**config.mk**
```make
export PLATFORM = sky130hd
export DESIGN_NAME = miriscv_data_bus
export DESIGN_NICKNAME = d
export VERILOG_FILES = /design/src/rtl/miriscv_data_bus.sv
export SDC_FILE = /design/constraint.sdc
export NUM_CORES = 1
export LEC_CHECK = 0
export ABC_AREA = 1
export BUFFER_PORTS_ARGS = -buffer_cell sky130_fd_sc_hd__buf_2
export CAP_MARGIN = 5
export CORE_MARGIN = 10
export CORE_UTILIZATION = 39
export CTS_BUF_LIST = sky130_fd_sc_hd__clkbuf_16
export CTS_CLUSTER_SIZE = 10
export DETAILED_ROUTE_END_ITERATION = 8
export GPL_TIMING_DRIVEN = 1
export PLACE_DENSITY = 0.78
export REMOVE_ABC_BUFFERS = 1
export SYNTH_ARGS = -nofsm -noshare
export SYNTH_HDL_FRONTEND = slang
export SYNTH_SLANG_ARGS = --single-unit
```
**constraint.sdc**
```tcl
create_clock -name clk_i -period 1.7 [get_ports clk_i]
set_clock_uncertainty 0.2 [all_clocks]
set_input_delay 0.255 -clock clk_i [delete_from_list [all_inputs] [get_ports clk_i]]
set_output_delay 0.255 -clock clk_i [all_outputs]
set_load 0.1 [all_outputs]
```
**src/rtl/miriscv_data_bus.sv**
```systemverilog
// Data-bus interconnect: decodes one core request at a time onto N_SLAVES
// address windows, waits for the selected slave's ready and records bus faults.
module miriscv_data_bus #(
    parameter int N_SLAVES = 4,
    parameter int ADDR_W = 32,
    parameter int DATA_W = 32,
    localparam int BE_W = DATA_W / 8,
    parameter logic [N_SLAVES*ADDR_W-1:0] SLAVE_BASE = {N_SLAVES{32'h0}},
    parameter logic [N_SLAVES*ADDR_W-1:0] SLAVE_MASK = {N_SLAVES{32'hFFFF_FF00}},
    parameter int TIMEOUT = 16,
    parameter int ERR_CNT_W = 8
) (
    input  logic                       clk_i,
    input  logic                       rst_i,
    input  logic                       m_req_i,
    input  logic                       m_we_i,
    input  logic [BE_W-1:0]            m_be_i,
    input  logic [ADDR_W-1:0]          m_addr_i,
    input  logic [DATA_W-1:0]          m_wdata_i,
    output logic                       m_gnt_o,
    output logic                       m_rvalid_o,
    output logic [DATA_W-1:0]          m_rdata_o,
    output logic                       m_err_o,
    output logic [N_SLAVES-1:0]        s_req_o,
    output logic                       s_we_o,
    output logic [BE_W-1:0]            s_be_o,
    output logic [ADDR_W-1:0]          s_addr_o,
    output logic [DATA_W-1:0]          s_wdata_o,
    input  logic [N_SLAVES*DATA_W-1:0] s_rdata_i,
    input  logic [N_SLAVES-1:0]        s_ready_i,
    output logic [ADDR_W-1:0]          err_addr_o,
    output logic                       err_we_o,
    output logic [ERR_CNT_W-1:0]       err_cnt_o,
    input  logic                       err_clr_i,
    output logic [1:0]                 dbg_state_o
);
    localparam int SEL_W = (N_SLAVES > 1) ? $clog2(N_SLAVES) : 1;
    localparam int TO_W  = (TIMEOUT > 1) ? $clog2(TIMEOUT) : 1;
    localparam logic [TO_W-1:0] TO_LAST = TO_W'(TIMEOUT - 1);

    typedef enum logic [1:0] {IDLE = 2'd0, ACCESS = 2'd1, RESP = 2'd2, ERROR = 2'd3} state_e;

    state_e              state_q, state_d;
    logic                we_q, we_d;
    logic [BE_W-1:0]     be_q, be_d;
    logic [ADDR_W-1:0]   addr_q, addr_d;
    logic [ADDR_W-1:0]   saddr_q, saddr_d;
    logic [DATA_W-1:0]   wdata_q, wdata_d;
    logic [SEL_W-1:0]    sel_q, sel_d;
    logic [TO_W-1:0]     to_cnt_q, to_cnt_d;
    logic                rvalid_q, rvalid_d;
    logic                rerr_q, rerr_d;
    logic [DATA_W-1:0]   rdata_q, rdata_d;
    logic [ADDR_W-1:0]   err_addr_q, err_addr_d;
    logic                err_we_q, err_we_d;
    logic [ERR_CNT_W-1:0] err_cnt_q, err_cnt_d;

    logic                hit;
    logic [SEL_W-1:0]    hit_idx;
    logic [ADDR_W-1:0]   hit_base;
    logic                sel_ready;
    logic [DATA_W-1:0]   sel_rdata;
    logic                fault;
    logic [ADDR_W-1:0]   fault_addr;
    logic                fault_we;

    // Scan from the top index down so the lowest hitting window wins on overlap.
    always_comb begin
        hit      = 1'b0;
        hit_idx  = '0;
        hit_base = '0;
        for (int k = N_SLAVES - 1; k >= 0; k--) begin
            if ((m_addr_i & SLAVE_MASK[k*ADDR_W +: ADDR_W]) ==
                (SLAVE_BASE[k*ADDR_W +: ADDR_W] & SLAVE_MASK[k*ADDR_W +: ADDR_W])) begin
                hit      = 1'b1;
                hit_idx  = SEL_W'(k);
                hit_base = SLAVE_BASE[k*ADDR_W +: ADDR_W];
            end
        end
    end

    always_comb begin
        sel_ready = 1'b0;
        sel_rdata = '0;
        s_req_o   = '0;
        for (int k = 0; k < N_SLAVES; k++) begin
            if (sel_q == SEL_W'(k)) begin
                sel_ready  = s_ready_i[k];
                sel_rdata  = s_rdata_i[k*DATA_W +: DATA_W];
                s_req_o[k] = (state_q == ACCESS);
            end
        end
    end

    always_comb begin
        state_d    = state_q;
        we_d       = we_q;
        be_d       = be_q;
        addr_d     = addr_q;
        saddr_d    = saddr_q;
        wdata_d    = wdata_q;
        sel_d      = sel_q;
        to_cnt_d   = to_cnt_q;
        rdata_d    = '0;
        fault      = 1'b0;
        fault_addr = addr_q;
        fault_we   = we_q;
        m_gnt_o    = 1'b0;
        case (state_q)
            IDLE: begin
                if (m_req_i) begin
                    m_gnt_o    = 1'b1;
                    we_d       = m_we_i;
                    be_d       = m_be_i;
                    addr_d     = m_addr_i;
                    wdata_d    = m_wdata_i;
                    to_cnt_d   = '0;
                    fault_addr = m_addr_i;
                    fault_we   = m_we_i;
                    if (hit) begin
                        sel_d   = hit_idx;
                        saddr_d = m_addr_i - hit_base;
                        state_d = ACCESS;
                    end else begin
                        saddr_d = '0;
                        fault   = 1'b1;
                        state_d = ERROR;
                    end
                end
            end
            ACCESS: begin
                // Ready is tested first so a last-cycle completion is not a timeout.
                if (sel_ready) begin
                    rdata_d  = we_q ? '0 : sel_rdata;
                    to_cnt_d = '0;
                    state_d  = RESP;
                end else if (to_cnt_q == TO_LAST) begin
                    to_cnt_d = '0;
                    fault    = 1'b1;
                    state_d  = ERROR;
                end else begin
                    to_cnt_d = to_cnt_q + 1'b1;
                end
            end
            RESP:    state_d = IDLE;
            ERROR:   state_d = IDLE;
            default: state_d = IDLE;
        endcase

        rvalid_d = (state_d == RESP) || (state_d == ERROR);
        rerr_d   = (state_d == ERROR);

        err_addr_d = err_addr_q;
        err_we_d   = err_we_q;
        err_cnt_d  = err_cnt_q;
        if (fault) begin
            err_addr_d = fault_addr;
            err_we_d   = fault_we;
            err_cnt_d  = err_clr_i ? ERR_CNT_W'(1) : ((&err_cnt_q) ? err_cnt_q : err_cnt_q + 1'b1);
        end else if (err_clr_i) begin
            err_addr_d = '0;
            err_we_d   = 1'b0;
            err_cnt_d  = '0;
        end
    end

    always_ff @(posedge clk_i) begin
        if (rst_i) begin
            state_q    <= IDLE;
            we_q       <= 1'b0;
            be_q       <= '0;
            addr_q     <= '0;
            saddr_q    <= '0;
            wdata_q    <= '0;
            sel_q      <= '0;
            to_cnt_q   <= '0;
            rvalid_q   <= 1'b0;
            rerr_q     <= 1'b0;
            rdata_q    <= '0;
            err_addr_q <= '0;
            err_we_q   <= 1'b0;
            err_cnt_q  <= '0;
        end else begin
            state_q    <= state_d;
            we_q       <= we_d;
            be_q       <= be_d;
            addr_q     <= addr_d;
            saddr_q    <= saddr_d;
            wdata_q    <= wdata_d;
            sel_q      <= sel_d;
            to_cnt_q   <= to_cnt_d;
            rvalid_q   <= rvalid_d;
            rerr_q     <= rerr_d;
            rdata_q    <= rdata_d;
            err_addr_q <= err_addr_d;
            err_we_q   <= err_we_d;
            err_cnt_q  <= err_cnt_d;
        end
    end

    assign m_rvalid_o  = rvalid_q;
    assign m_err_o     = rerr_q;
    assign m_rdata_o   = rdata_q;
    assign s_we_o      = we_q;
    assign s_be_o      = be_q;
    assign s_addr_o    = saddr_q;
    assign s_wdata_o   = wdata_q;
    assign err_addr_o  = err_addr_q;
    assign err_we_o    = err_we_q;
    assign err_cnt_o   = err_cnt_q;
    assign dbg_state_o = state_q;
endmodule

```
==> metrics.md <==
| Metric | Value |
|---|---|
| Status | `finished with violations` |
| Failing checks | `negative setup slack` |
| Synth cell types | `30` |
| WHS Endpoint | `addr_q[22]$_SDFF_PP0_` |
| Setup TNS | `-1.16 ns` |
| Post-synth EDFFs | `0` |
| DRC violations left | `0` |
| GRT overflow | `0` |
| Synth-to-layout area growth | `70.2%` |
| Clock Path Buffers | `2` |
| Max_cap viols | `0` |
| Vias in the first global route | `6577` |
| Util after Layout | `67.1%` |
| Element type at the critical path end | `primary output` |
| Initial Util | `39.4%` |
| CTS tree | `done` |
| Crit path required time | `1.24 ns` |
| IO Pins | `356` |
| Static Leakage | `5.08 nW` |
| Htree depth | `4` |
| Initial antenna violation count | `1` |
| Diode count | `0` |
| Unrepaired setup endpoints after global routing | `yes` |
| Input/output buffers | `253` |
| Cells after Synth | `783` |
| Critical path startpoint category | `flop` |
| Worst reg2reg endpoint | `err_cnt_o[4]$_SDFFE_PP0P_` |
| Tcrit/Tclk final | `105%` |
| Mean cell area of the mapped netlist | `7.94 um2` |
| Slowest Stage Delay on Critical Path | `0.32 ns` |
| Slew @ Worst Pin | `0.523 ns` |
| GP Congestion | `0.820` |
| Top post-synthesis cells by area | `dfxtp_1 (58%), nand2_1 (12%), nor2_1 (9.1%), o21ai_0 (5.8%), a21oi_1 (4.2%)` |
| Worst-path fanout max | `3` |
| Die Height | `146 um` |
| Worst slew margin | `65.4%` |
| Iteration-0 DRC count of the detailed router | `343` |
| Via count | `6603` |
| Clk Latency, worst-skew pair | `0.43 ns` |
| Endpoints failing hold | `0` |
| Fin crit period | `1.79 ns` |
| Total Die Area | `0.0214 mm2` |
| DP Wirelength | `13.9 mm` |
| Sequential element share of the synthesized area | `58.3%` |
| Most frequent cell after synthesis | `nand2_1` |
| Netlist Area Pre-Place | `0.00622 mm2` |
| Max-slew violations | `0` |
| Clock transition at path regs | `0.07 ns` |
| Synth async-reset ratio | `0%` |
| Per-cell routed wire length | `17.0 um` |
| Worst vdd ir | `0.700 mV` |
| Area leader, netlist | `dfxtp_1` |
| Final setup violating endpoints | `30` |
| YS warnings | `0` |
| Final worst slack | `-0.0928 ns` |
| Chip Width | `146 um` |
| Vias per cell | `4.71` |
| Most frequent cells after synthesis | `nand2_1 (195), dfxtp_1 (181), nor2_1 (150), o21ai_0 (72), a21oi_1 (52)` |
| TritonCTS Sinks | `181` |
| Kind of critical path | `flop to primary output` |
| Hold Crit Start | `m_addr_i[22]` |
| Crit path arrival time | `1.34 ns` |
| First-pass GRT wire length | `34.9 mm` |
| Final WL | `23.8 mm` |
| Pwr dens | `1140 mW/mm2` |
| GR Util All Layers | `20.0%` |
| Hold path cells | `4` |
| Core area | `0.0158 mm2` |
| Root buf cell | `clkbuf_16` |
| DR pass1 iterations | `5` |
| Num rows | `46` |
| Final nets | `1381` |
| Synth top area share | `58.3%` |
| Most Frequent Cell on Critical Path | `buf_12` |
| Max Clk Rate | `0.558 GHz` |
| Reg2Reg Depth | `11` |
| Reg2Reg Setup Slack | `-0.08 ns` |
| FILL cells | `1198` |
| #FFs+latches synth | `181` |
| Worst reg2reg path startpoint | `dbg_state_o[1]$_SDFF_PP0_` |
| Slowest-stage cell, CP | `dfxtp_2` |
| Critical Path, Cell by Cell | `inv_2 > nand2_4 > nor2_4 > buf_12 > buf_12` |
| Share of layout cells above drive strength 1 | `38.6%` |
| Num CTS Buffers | `17` |
| Largest net degree at the start of global routing | `44` |
| Worst hold path type | `input port to flop` |
| Number of routed nets with antenna violations | `0` |
| WHS | `0.0406 ns` |
| Main synth FF type | `dfxtp_1` |
registers in the layout (all words and copies together), names as in the netlist, 2 cells and up:
name and flops:
s_be_o 4, dbg_state_o 2, err_cnt_o 8, addr_q 32, s_wdata_o 32, s_addr_o 32
m_rdata_o 32, err_addr_o 32, to_cnt_q 4
stage by stage:
| stage | area (um2) | instances | power (W) | setup WS (ns) |
|---|---|---|---|---|
| 6_report | 10600 | 1403 | 0.0120 | -0.0928 |
| 5_1_grt | 10600 | 1403 | 0.0124 | -0.158 |
| 4_1_cts | 9960 | 1392 | 0.0118 | -0.104 |
| 3_5_place_dp | 8030 | 1253 | 0.00707 | -0.142 |
| 3_3_place_gp | 8030 | 1253 | 0.00705 | -0.0964 |
| 2_1_floorplan | 6000 | 738 | 0.00636 | -2.43 |
area by class of cell:
class,count,area (um2),share of cell area [%]
well taps,216,270,2.55
inverters,49,189,1.79
multi-input cells,508,2630,24.9
clock inverters,15,234,2.21
repair buffers,417,3200,30.3
flip-flops and latches,181,3630,34.3
clock buffers,17,425,4.02
cells by family (layout without fill, tap and decap cells):
logic type | after synthesis | count (layout) | synth area share [%]
AOI/OAI and AO/OA | 130 | 130 | 10.8
xor gates and xnor gates | 2 | 2 | 0.282
adders and majority gates | 2 | 2 | 0.402
buffers and inverters | 96 | 498 | 6.62
DFF | 181 | 181 | 58.3
other | 1 | 3 | 0.0603
and+or+nand+nor | 371 | 371 | 23.6
cells in the final DEF, fill, tap and decap left out, types with 4 or more instances in the layout:
cell             n
o21ai_0         38
nand2_2         24
dlygate4sd3_1   93
nor2_1         147
nand2_1        155
buf_2          219
nand4_1          8
inv_6            6
buf_4           48
nor2_4           4
a21oi_2         23
clkbuf_4        19
bufinv_16        5
o21ai_1         22
buf_6           14
clkbuf_16       23
nand2_4         19
inv_1           44
nand3_1          4
a21oi_1         28
dfxtp_1        177
o21ai_2         13
buf_12          14
worst max-delay path: cells and delay by family (launching register included):
family                 cells  cell delay (ns)
AND/OR/NAND/NOR            2             0.21
flip-flops                 1             0.32
buffers and inverters      3             0.37
metal layers:
metal,track usage (%),share of wire [%]
met5,0,0
met4,5.26,1.5
met3,9.77,11
met2,33.7,48
met1,22.1,39
timing repair:
item                                   in CTS  in global routing
buffers inserted                           11                  8
hold buffers                               93                  0
cloned                                      4                  6
setup endpoints to repair                  56                 88
gates resized for setup                    41                178
pin swaps                                   2                 22
endpoints found under the hold margin     104                  0
worst max-delay path by stage:
| stage | start | to | depth (start not counted) |
|---|---|---|---|
| 2_1_floorplan | dbg_state_o[1]$_SDFF_PP0_ | err_we_o$_SDFFE_PP0P_ | 8 |
| 3_3_place_gp | m_addr_i[31] | err_addr_o[24]$_SDFFE_PP0P_ | 10 |
| 3_5_place_dp | m_addr_i[23] | s_addr_o[0]$_SDFFE_PP0P_ | 9 |
| 4_1_cts | dbg_state_o[1]$_SDFF_PP0_ | m_gnt_o | 5 |
| 5_1_grt | dbg_state_o[1]$_SDFF_PP0_ | err_cnt_o[4]$_SDFFE_PP0P_ | 11 |
| 6_report | dbg_state_o[1]$_SDFF_PP0_ | m_gnt_o | 5 |
power by group:
group          switching (W)  internal (W)
Combinational        0.00217      0.000900
Sequential         0.0000947       0.00447
Clock                0.00176       0.00265
No activity file was read; power rests on OpenSTA's default activity.
